### config.mk
export PLATFORM = sky130hd
export DESIGN_NAME = rangefinder_sample_capture
export DESIGN_NICKNAME = d
export VERILOG_FILES = /design/src/rtl/rangefinder_capture_pkg.sv /design/src/rtl/rangefinder_sample_bank.sv /design/src/rtl/rangefinder_sample_capture.sv
export SDC_FILE = /design/constraint.sdc
export NUM_CORES = 2
export LEC_CHECK = 0
export ABC_CLOCK_PERIOD_IN_PS = 4600
export CORE_MARGIN = 2
export CORE_UTILIZATION = 50
export DETAILED_ROUTE_END_ITERATION = 6
export GPL_TIMING_DRIVEN = 1
export PLACE_DENSITY = 0.68
export SYNTH_ARGS = -nofsm -noshare
export SYNTH_HDL_FRONTEND = slang
export SYNTH_SLANG_ARGS = --single-unit
### constraint.sdc
create_clock -name clk -period 4.6 [get_ports clk]
set_input_delay 1.38 -clock clk [delete_from_list [all_inputs] [get_ports clk]]
set_output_delay 1.38 -clock clk [all_outputs]
set_load 0.01 [all_outputs]
### src/rtl/rangefinder_capture_pkg.sv
// rangefinder_capture_pkg: shared states, CSR offsets and bit positions for the sample capture block
package rangefinder_capture_pkg;
  typedef enum logic [2:0] {
    ST_IDLE  = 3'd0,
    ST_PRE   = 3'd1,
    ST_ARMED = 3'd2,
    ST_POST  = 3'd3,
    ST_DONE  = 3'd4
  } state_t;
  localparam logic [1:0] CSR_CTRL     = 2'd0;
  localparam logic [1:0] CSR_STATUS   = 2'd1;
  localparam logic [1:0] CSR_PRETRIG  = 2'd2;
  localparam logic [1:0] CSR_TRIG_PTR = 2'd3;
  localparam int CTRL_ARM     = 0;
  localparam int CTRL_ABORT   = 1;
  localparam int CTRL_IRQ_EN  = 2;
  localparam int CTRL_SW_TRIG = 3;
  localparam int STATUS_DONE  = 3;
endpackage

### src/rtl/rangefinder_sample_bank.sv
// rangefinder_sample_bank: simple dual-port sample RAM, registered read returns old data on collision
module rangefinder_sample_bank #(
  parameter int DATA_W = 8,
  parameter int DEPTH  = 256
) (
  input  logic                     clk,
  input  logic                     we_i,
  input  logic [$clog2(DEPTH)-1:0] waddr_i,
  input  logic [DATA_W-1:0]        wdata_i,
  input  logic                     re_i,
  input  logic [$clog2(DEPTH)-1:0] raddr_i,
  output logic [DATA_W-1:0]        rdata_o
);
  logic [DATA_W-1:0] mem [DEPTH];
  always_ff @(posedge clk) begin
    if (we_i) mem[waddr_i] <= wdata_i;
    if (re_i) rdata_o <= mem[raddr_i];
  end
endmodule

### src/rtl/rangefinder_sample_capture.sv
// rangefinder_sample_capture: multi-channel pre-trigger capture buffers with Avalon-MM CSR and aligned readout
module rangefinder_sample_capture
  import rangefinder_capture_pkg::*;
#(
  parameter int DATA_W      = 8,
  parameter int DEPTH       = 256,
  parameter int CHANNELS    = 2,
  parameter int PRETRIG_RST = 32,
  parameter int ADDR_W      = $clog2(CHANNELS*DEPTH)+1
) (
  input  logic                       clk,
  input  logic                       reset,
  input  logic                       sample_valid,
  input  logic [CHANNELS*DATA_W-1:0] sample_data,
  input  logic                       trigger_in,
  input  logic [ADDR_W-1:0]          address,
  input  logic                       chipselect,
  input  logic                       read,
  input  logic                       write,
  input  logic [31:0]                writedata,
  output logic [31:0]                readdata,
  output logic                       irq
);
  localparam int L   = $clog2(DEPTH);
  localparam int CHW = ADDR_W - L;
  state_t state_q;
  logic [L-1:0] wr_ptr_q, fill_q, trig_ptr_q, pretrig_q, rd_idx;
  logic [L:0] post_q, post_tgt;
  logic done_q, irq_en_q, pend_q;
  logic csr_wr, ctrl_wr, arm, abort, sw_trig, trig_any, fire, post_end, we;
  logic [1:0] off;
  logic [ADDR_W-2:0] w;
  logic [CHW-1:0] ch, ch_q;
  logic rd_req, smp_sel, smp_q;
  logic [31:0] csr_val, csr_q;
  logic [DATA_W-1:0] bank_q [CHANNELS];
  logic [DATA_W-1:0] smp;
  logic unused_wd;
  assign unused_wd = ^writedata[31:4];
  assign off      = address[1:0];
  assign csr_wr   = chipselect & write & ~address[ADDR_W-1];
  assign ctrl_wr  = csr_wr & (off == CSR_CTRL);
  assign abort    = ctrl_wr & writedata[CTRL_ABORT];
  assign arm      = ctrl_wr & writedata[CTRL_ARM] & ~writedata[CTRL_ABORT];
  assign sw_trig  = ctrl_wr & writedata[CTRL_SW_TRIG];
  assign trig_any = trigger_in | sw_trig | pend_q;
  assign fire     = (state_q == ST_ARMED) & trig_any & sample_valid;
  assign post_tgt = (L+1)'(DEPTH) - {1'b0, pretrig_q};
  assign post_end = post_q == post_tgt;
  assign we = sample_valid & ~arm & ~abort &
              (state_q == ST_PRE || state_q == ST_ARMED || (state_q == ST_POST && !post_end));
  assign irq = done_q & irq_en_q;
  always_ff @(posedge clk) begin
    if (reset) begin
      state_q    <= ST_IDLE;
      wr_ptr_q   <= '0;
      fill_q     <= '0;
      post_q     <= '0;
      trig_ptr_q <= '0;
      done_q     <= 1'b0;
      irq_en_q   <= 1'b0;
      pend_q     <= 1'b0;
      pretrig_q  <= L'(PRETRIG_RST);
    end else begin
      if (ctrl_wr) irq_en_q <= writedata[CTRL_IRQ_EN];
      if (csr_wr && off == CSR_STATUS && writedata[STATUS_DONE]) done_q <= 1'b0;
      if (csr_wr && off == CSR_PRETRIG && (state_q == ST_IDLE || state_q == ST_DONE))
        pretrig_q <= writedata[L-1:0];
      if (we) wr_ptr_q <= wr_ptr_q + L'(1);
      if (abort) begin
        state_q <= ST_IDLE;
        pend_q  <= 1'b0;
      end else if (arm) begin
        state_q <= ST_PRE;
        done_q  <= 1'b0;
        fill_q  <= '0;
        post_q  <= '0;
        pend_q  <= 1'b0;
      end else begin
        case (state_q)
          ST_PRE:
            if (fill_q == pretrig_q) state_q <= ST_ARMED;
            else if (sample_valid) fill_q <= fill_q + L'(1);
          ST_ARMED:
            if (fire) begin
              trig_ptr_q <= wr_ptr_q;
              post_q     <= (L+1)'(1);
              pend_q     <= 1'b0;
              state_q    <= ST_POST;
            end else pend_q <= trig_any;
          ST_POST:
            if (post_end) begin
              state_q <= ST_DONE;
              done_q  <= 1'b1;
            end else if (sample_valid) post_q <= post_q + (L+1)'(1);
          default: ;
        endcase
      end
    end
  end
  // Readout is rotated so index PRETRIG lands on the trigger sample
  assign w       = address[ADDR_W-2:0];
  assign ch      = CHW'(w >> L);
  assign rd_idx  = trig_ptr_q - pretrig_q + w[L-1:0];
  assign rd_req  = chipselect & read;
  assign smp_sel = address[ADDR_W-1];
  assign csr_val = off == CSR_CTRL   ? 32'(irq_en_q) << CTRL_IRQ_EN :
                   off == CSR_STATUS ? 32'({done_q, state_q}) :
                   off == CSR_PRETRIG ? 32'(pretrig_q) : 32'(trig_ptr_q);
  always_ff @(posedge clk) begin
    if (reset) begin
      smp_q <= 1'b0;
      ch_q  <= '0;
      csr_q <= '0;
    end else if (rd_req) begin
      smp_q <= smp_sel;
      ch_q  <= ch;
      csr_q <= smp_sel ? '0 : csr_val;
    end
  end
  for (genvar c = 0; c < CHANNELS; c++) begin : g_bank
    rangefinder_sample_bank #(.DATA_W(DATA_W), .DEPTH(DEPTH)) u_bank (
      .clk     (clk),
      .we_i    (we),
      .waddr_i (wr_ptr_q),
      .wdata_i (sample_data[c*DATA_W +: DATA_W]),
      .re_i    (rd_req & smp_sel),
      .raddr_i (rd_idx),
      .rdata_o (bank_q[c])
    );
  end
  always_comb begin
    smp = '0;
    for (int c = 0; c < CHANNELS; c++) if (ch_q == CHW'(c)) smp = bank_q[c];
  end
  assign readdata = smp_q ? 32'(smp) : csr_q;
endmodule
== Yosys cells after proc, flatten, opt, wreduce, memory -nomap -nowiden ==
Memory sizes are Yosys's and may differ from the RTL's. A register that Yosys moved wholly into a read port is not among the register bits.
Index checks and enable logic that the tools add are counted.
Widths: inputs -> output; s select.

* Bits in registers: 81
* Bits in latches: 0
* RAM bits: 4096
* Memory bits (read-only): 0
* Bits of input ports: 65
* Output and inout bits: 33
* Memories kept: 2

* Add/subtract/negate cells: 6
* Multiply operators: 0
* Divide/modulo/power cells: 0
* Magnitude comparators: 0
* Equality and inequality tests: 17
* Shift-type cells: 0
* Multiplexer cells: 29
* Bitwise logic cells: 21
* Reductions and logical operators: 24

{| class="wikitable"
|+ Memory list
! memory !! words !! width !! rd ports !! clocked after memory_dff !! write ports !! line !! text
|-
| g_bank[0].u_bank.mem || 256 || 8 || 1 || 1 || 1 || rangefinder_sample_bank.sv:14 || <nowiki>logic [DATA_W-1:0] mem [DEPTH];</nowiki>
|-
| g_bank[1].u_bank.mem || 256 || 8 || 1 || 1 || 1 || rangefinder_sample_bank.sv:14 ||
|}

{| class="wikitable"
|+ Operator list
! operator !! number
|-
| $mux 8 || 10
|-
| $mux 9 || 4
|-
| $mux 32 || 1
|-
| $pmux 9 s2 || 1
|-
| $add 8x1->8 const B || 2
|-
| $reduce_and 4->1 || 4
|-
| $and 1x1->1 || 15
|-
| $ne 3x3->1 const B || 4
|-
| $add 9x1->9 const B || 1
|-
| $eq 9x9->1 || 1
|-
| $mux 1 || 9
|-
| $mux 3 || 3
|-
| $pmux 3 s3 || 1
|-
| $sub 9x8->9 const A || 1
|-
| $add 8x8->8 || 1
|-
| $eq 8x8->1 || 1
|-
| $sub 8x8->8 || 1
|-
| $eq 3x2->1 const B || 2
|-
| $ne 2x2->1 const B || 3
|-
| $reduce_bool 3->1 || 2
|-
| $logic_and 1x1->1 || 5
|-
| $reduce_and 5->1 || 1
|-
| $logic_not 2->1 || 2
|-
| $not 1->1 || 4
|-
| 14 further kinds || 18
|}

== Logic depth before layout (Yosys ltp) ==
* Depth after elaboration: 11
* Gate-level depth with buffers: 17

== Cells and area by module ==
From an unflattened synthesis, not the netlist that was laid out.

* Cell total of the unflattened synthesis: 7945
* Area total of the unflattened synthesis: 163210.3 um^2

{| class="wikitable"
|+ Modules (own cells, without submodules)
! module !! instances !! cells each !! area each (um^2) !! seq. area each (um^2)
|-
| rangefinder_sample_bank || 2 || 3733 || 79636.4 || 61739.2
|-
| rangefinder_sample_capture || 1 || 479 || 3937.5 || 1141.1
|}

== Worst setup path after synthesis ==
OpenSTA, ideal clock, no wires.

* Path kind: input port to flip-flop
* Start point: input address[1]
* End point: register g_bank[0].u_bank.rdata_o[7] (read register of g_bank[0].u_bank.mem) (data pin)
* Data arrival time: 4351 ps
* Data required time: 4339 ps
* Setup slack: -12 ps
* Cell stages on the path: 12
* Path through: inv_1 fa_1 fa_1 buf_2 clkbuf_1 buf_1 mux4_2 mux4_2 nand2_1 nand3_1 nand4_1 nor3_1

* Cells in the longest elaborated chain, start to end: 1

{| class="wikitable"
|+ Ends and longest elaborated chain
! item !! line !! text
|-
| start: declaration || rangefinder_sample_capture.sv:16 || <nowiki>input logic [ADDR_W-1:0] address,</nowiki>
|-
| $add 8x8->8 || rangefinder_sample_capture.sv:104 || <nowiki>assign rd_idx = trig_ptr_q - pretrig_q + w[L-1:0];</nowiki>
|-
| end: declaration || rangefinder_sample_bank.sv:12 || <nowiki>output logic [DATA_W-1:0] rdata_o</nowiki>
|}

No other way between the ends.
A chain may end at the register's enable or synchronous reset.

== Worst setup path in the final report ==
* Start point: input address[3]
* End point: register g_bank[0].u_bank.rdata_o[7] (read register of g_bank[0].u_bank.mem) (data pin)

The elaborated chain is that of the path after synthesis.

==> flow_summary.json <==
{
  "synth.largest_area_cell": "edfxtp_1",
  "path_class": "primary input to flip-flop",
  "grt.overflow.total": 0,
  "cp_data_arrival_time_ps": 5320,
  "yosysWarnings": 0,
  "drt_first_pass_iters": 7,
  "clkPwrFrac": 0.392,
  "cp_num_buf_inv": 8,
  "setup_slack_ps": -10.3,
  "maxSlewHeadroom": 0.0625,
  "grt_usage": 0.257,
  "comb_power_share": 0.120,
  "setup_tns_ps": -14.8,
  "synth.distinct_cells": 69,
  "antenna_found_initial": 23,
  "slew_viol_final": 0,
  "status": "finished with violations",
  "ys_seq_elements": 4169,
  "grt_pass1_vias": 81600,
  "dp_slack_ps": -2020,
  "seq_area_frac_synth": 0.770,
  "layout_commonest_cell": "edfxtp_1",
  "cts_tree": "built",
  "layout.nets": 8502,
  "worst_setup_path_start_kind": "primary input",
  "synth_xor_xnor_area_share": 0.00228,
  "initial_core_util": 0.503,
  "nFillCells": 21900,
  "finClkSkew_ps": 82.2,
  "clkSinkCount": 4169,
  "synth-compound-area-share": 0.0147,
  "insertion_delay_ps": 980,
  "area_growth_pct": 19.2,
  "synth-main-ff-cell": "edfxtp_1",
  "crit_family": "buffers and inverters",
  "gp_congestion": 0.890,
  "antenna_left": 0,
  "power_mw": 85.7,
  "sequentialPowerShare": 0.488,
  "async_reset_ff_frac": 0,
  "grt_max_degree": 137,
  "ctsRootBufferMaster": "clkbuf_16",
  "die_w_um": 573,
  "hold_path.class": "flip-flop to flip-flop",
  "portBuffers": 49,
  "layout_common_cells": "edfxtp_1, mux4_2, buf_4, clkbuf_16, nor2_1",
  "cts_htree_levels": 5,
  "cp_slowest_cell": "fa_1",
  "worstPathCellList": "clkdlybuf4s50_1 -> inv_2 -> fa_1 -> inv_2 -> ha_4 -> buf_4 -> o21a_1 -> nand2_2 -> buf_4 -> nand2_8 -> buf_12 -> bufbuf_16 -> buf_4 -> mux4_2 -> nand2_2 -> nand3_4 -> nand4_1 -> nor3_2",
  "final_cell_count_no_fill": 13100,
  "powerDensity_mw_per_mm2": 444,
  "setup_viol": 2,
  "synth-simple-area-share": 0.0240,
  "finalCritPeriodShare": 1.00,
  "muxShareOfSynthArea": 0.173,
  "num_rows": 208,
  "max_freq_mhz": 217,
  "worst_ep_required_time_ps": 5310,
  "die_h_um": 573,
  "grt_pass1_wl_um": 605000,
  "holdBufCountCts": 0,
  "max-vdd-ir-drop_uv": 358,
  "cp_slowest_stage_delay_ps": 540,
  "fp.dieArea_mm2": 0.328,
  "synth_top_cell_area_share": 0.763,
  "path_clk_slew_ps": 70,
  "drtIter0Drc": 12500,
  "postSynthAreaPerCell_um2": 22.1,
  "synth_top_family_by_area": "multiplexers",
  "drc": 0,
  "cp_common_cell": "buf_4",
  "synth_enable_flop_cells": 4112,
  "p_leak_nw": 62.0,
  "core-area_mm2": 0.322,
  "dr_total_vias": 82000,
  "wl_um": 426000,
  "switching_share": 0.234,
  "dp_hpwl_um": 250000,
  "layout-drive-gt1-share": 0.351,
  "fin_crit_ps": 4610,
  "cts_buffers": 412,
  "io_pins": 98,
  "clockBufferDepth": 4,
  "synth_fa_ha_area_frac": 0.00203,
  "maxCapViolations": 0,
  "viasPerCell": 6.27,
  "wl_per_cell_um": 32.6,
  "dp_cells": 12100,
  "tightest_slew_ps": 1410,
  "synth.cell_area_mm2": 0.162,
  "crit_fanout": 5,
  "violations": "negative setup slack",
  "hold_ws_ps": 496,
  "p_switching_mw": 20.1,
  "p_int_mw": 65.6,
  "hold_viol_final": 0,
  "synth_cells": 7318,
  "synth_area_leaders": "edfxtp_1, mux4_2, mux2_2, nor2_1, dfxtp_1",
  "cp-end-kind": "flip-flop"
}
## state kept, by name (all words and copies together) (netlist names)
signal / flops
fill_q: 8
ch_q: 1
state_q: 3
g_bank.u_bank.rdata_o: 16
pretrig_q: 8
done_q: 1
smp_q: 1
trig_ptr_q: 8
post_q: 9
irq_en_q: 1
g_bank.u_bank.mem: 4096
pend_q: 1
csr_q: 8
wr_ptr_q: 8
## worst reg2reg max path: cells and delay by family, from the launching register on
kind / cells / cell delay (ps)
buf+inv: 7 / 910
flops: 1 / 330
simple gates: 4 / 830
mux: 2 / 880
fa+ha+maj: 3 / 1280
## layer usage
metal | global-route usage | vias up | part of all wire
met3 | 0.0596 | 646 | 0.12
met2 | 0.389 | 4936 | 0.47
met4 | 0.0784 | 4 | 0.031
li1 | - | 32900 | -
met5 | 0 | - | 0.000049
met1 | 0.374 | 43500 | 0.38
## power by group through the flow
| stage | logic (mW) | clock network [mW] | registers, mW |
|---|---|---|---|
| finish | 10.3 | 33.6 | 41.8 |
| global route | 10.6 | 35.4 | 41.8 |
| CTS | 9.98 | 34.0 | 41.8 |
| detailed placement | 9.02 | 0 | 42.6 |
| global placement | 8.92 | 0 | 42.6 |
| floorplan | 4.54 | 0 | 42.6 |
## timing repair
item                                    4_1_cts  5_1_grt
endpoints found under the setup margin       16       16
pin swaps                                    30       15
buffers inserted                             97       42
resized for setup                           216       47
cloned                                       28        5
## synth_stat cells (all sizes together), types with 3 or more instances
cell type and number:
and3 6, o22ai 75, o21ai 62, nor2 358
mux2 155, nor4 8, a31oi 7, xor2 23
xnor2 17, o211ai 22, a211o 4, o2111ai 5
a211oi 36, inv 38, nand2b 4, edfxtp 4112
o21a 4, and2 7, nand3 154, a22oi 33
a22o 4, fa 7, a21oi 61, mux4 1126
nand2 258, nand4 24, or3 7, clkbuf 193
or2 5, a21o 18, nor3 26, nor2b 10
ha 15, dfxtp 57, nand3b 3, a41oi 15
buf 243, mux2i 94
## worst paths after layout
| path | from | endpoint | depth (start not counted) | slack [ps] |
|---|---|---|---|---|
| worst max register to register | trig_ptr_q[0] | g_bank[0].u_bank.rdata_o[2] | 16 | 90 |
| worst min-delay path | done_q | done_q | 2 | 500 |
| worst min register to register | done_q | done_q | 2 | 500 |
| worst max-delay path | address[3] | g_bank[0].u_bank.rdata_o[7] | 18 | -10 |
## kinds of logic after synthesis
group / after synthesis
buf+inv: 474
compound gates: 361
other cells: 1
xor+xnor: 40
fa+ha+maj: 22
simple gates: 876
flops: 4169
mux: 1375
## cell type report
class                   instances  area, um^2  share of cell area
inverters                      38         143            0.000739
clock inverters               255        2620              0.0136
clock buffers                 502       10900              0.0563
multi-input cells            2698       35800               0.186
repair buffers               1096       13500              0.0698
diodes                          7        17.5           0.0000908
flip-flops and latches       4169      125000               0.646
well taps                    4305        5390              0.0279
## stage by stage
| stage | utilization | cell area, um^2 |
|---|---|---|
| final | 0.600 | 193000 |
| after global routing | 0.600 | 193000 |
| after CTS | 0.598 | 192000 |
| after detailed placement | 0.548 | 176000 |
| after global placement | 0.548 | 176000 |
| after floorplan | - | 162000 |
(Power assumes the default switching activity.)
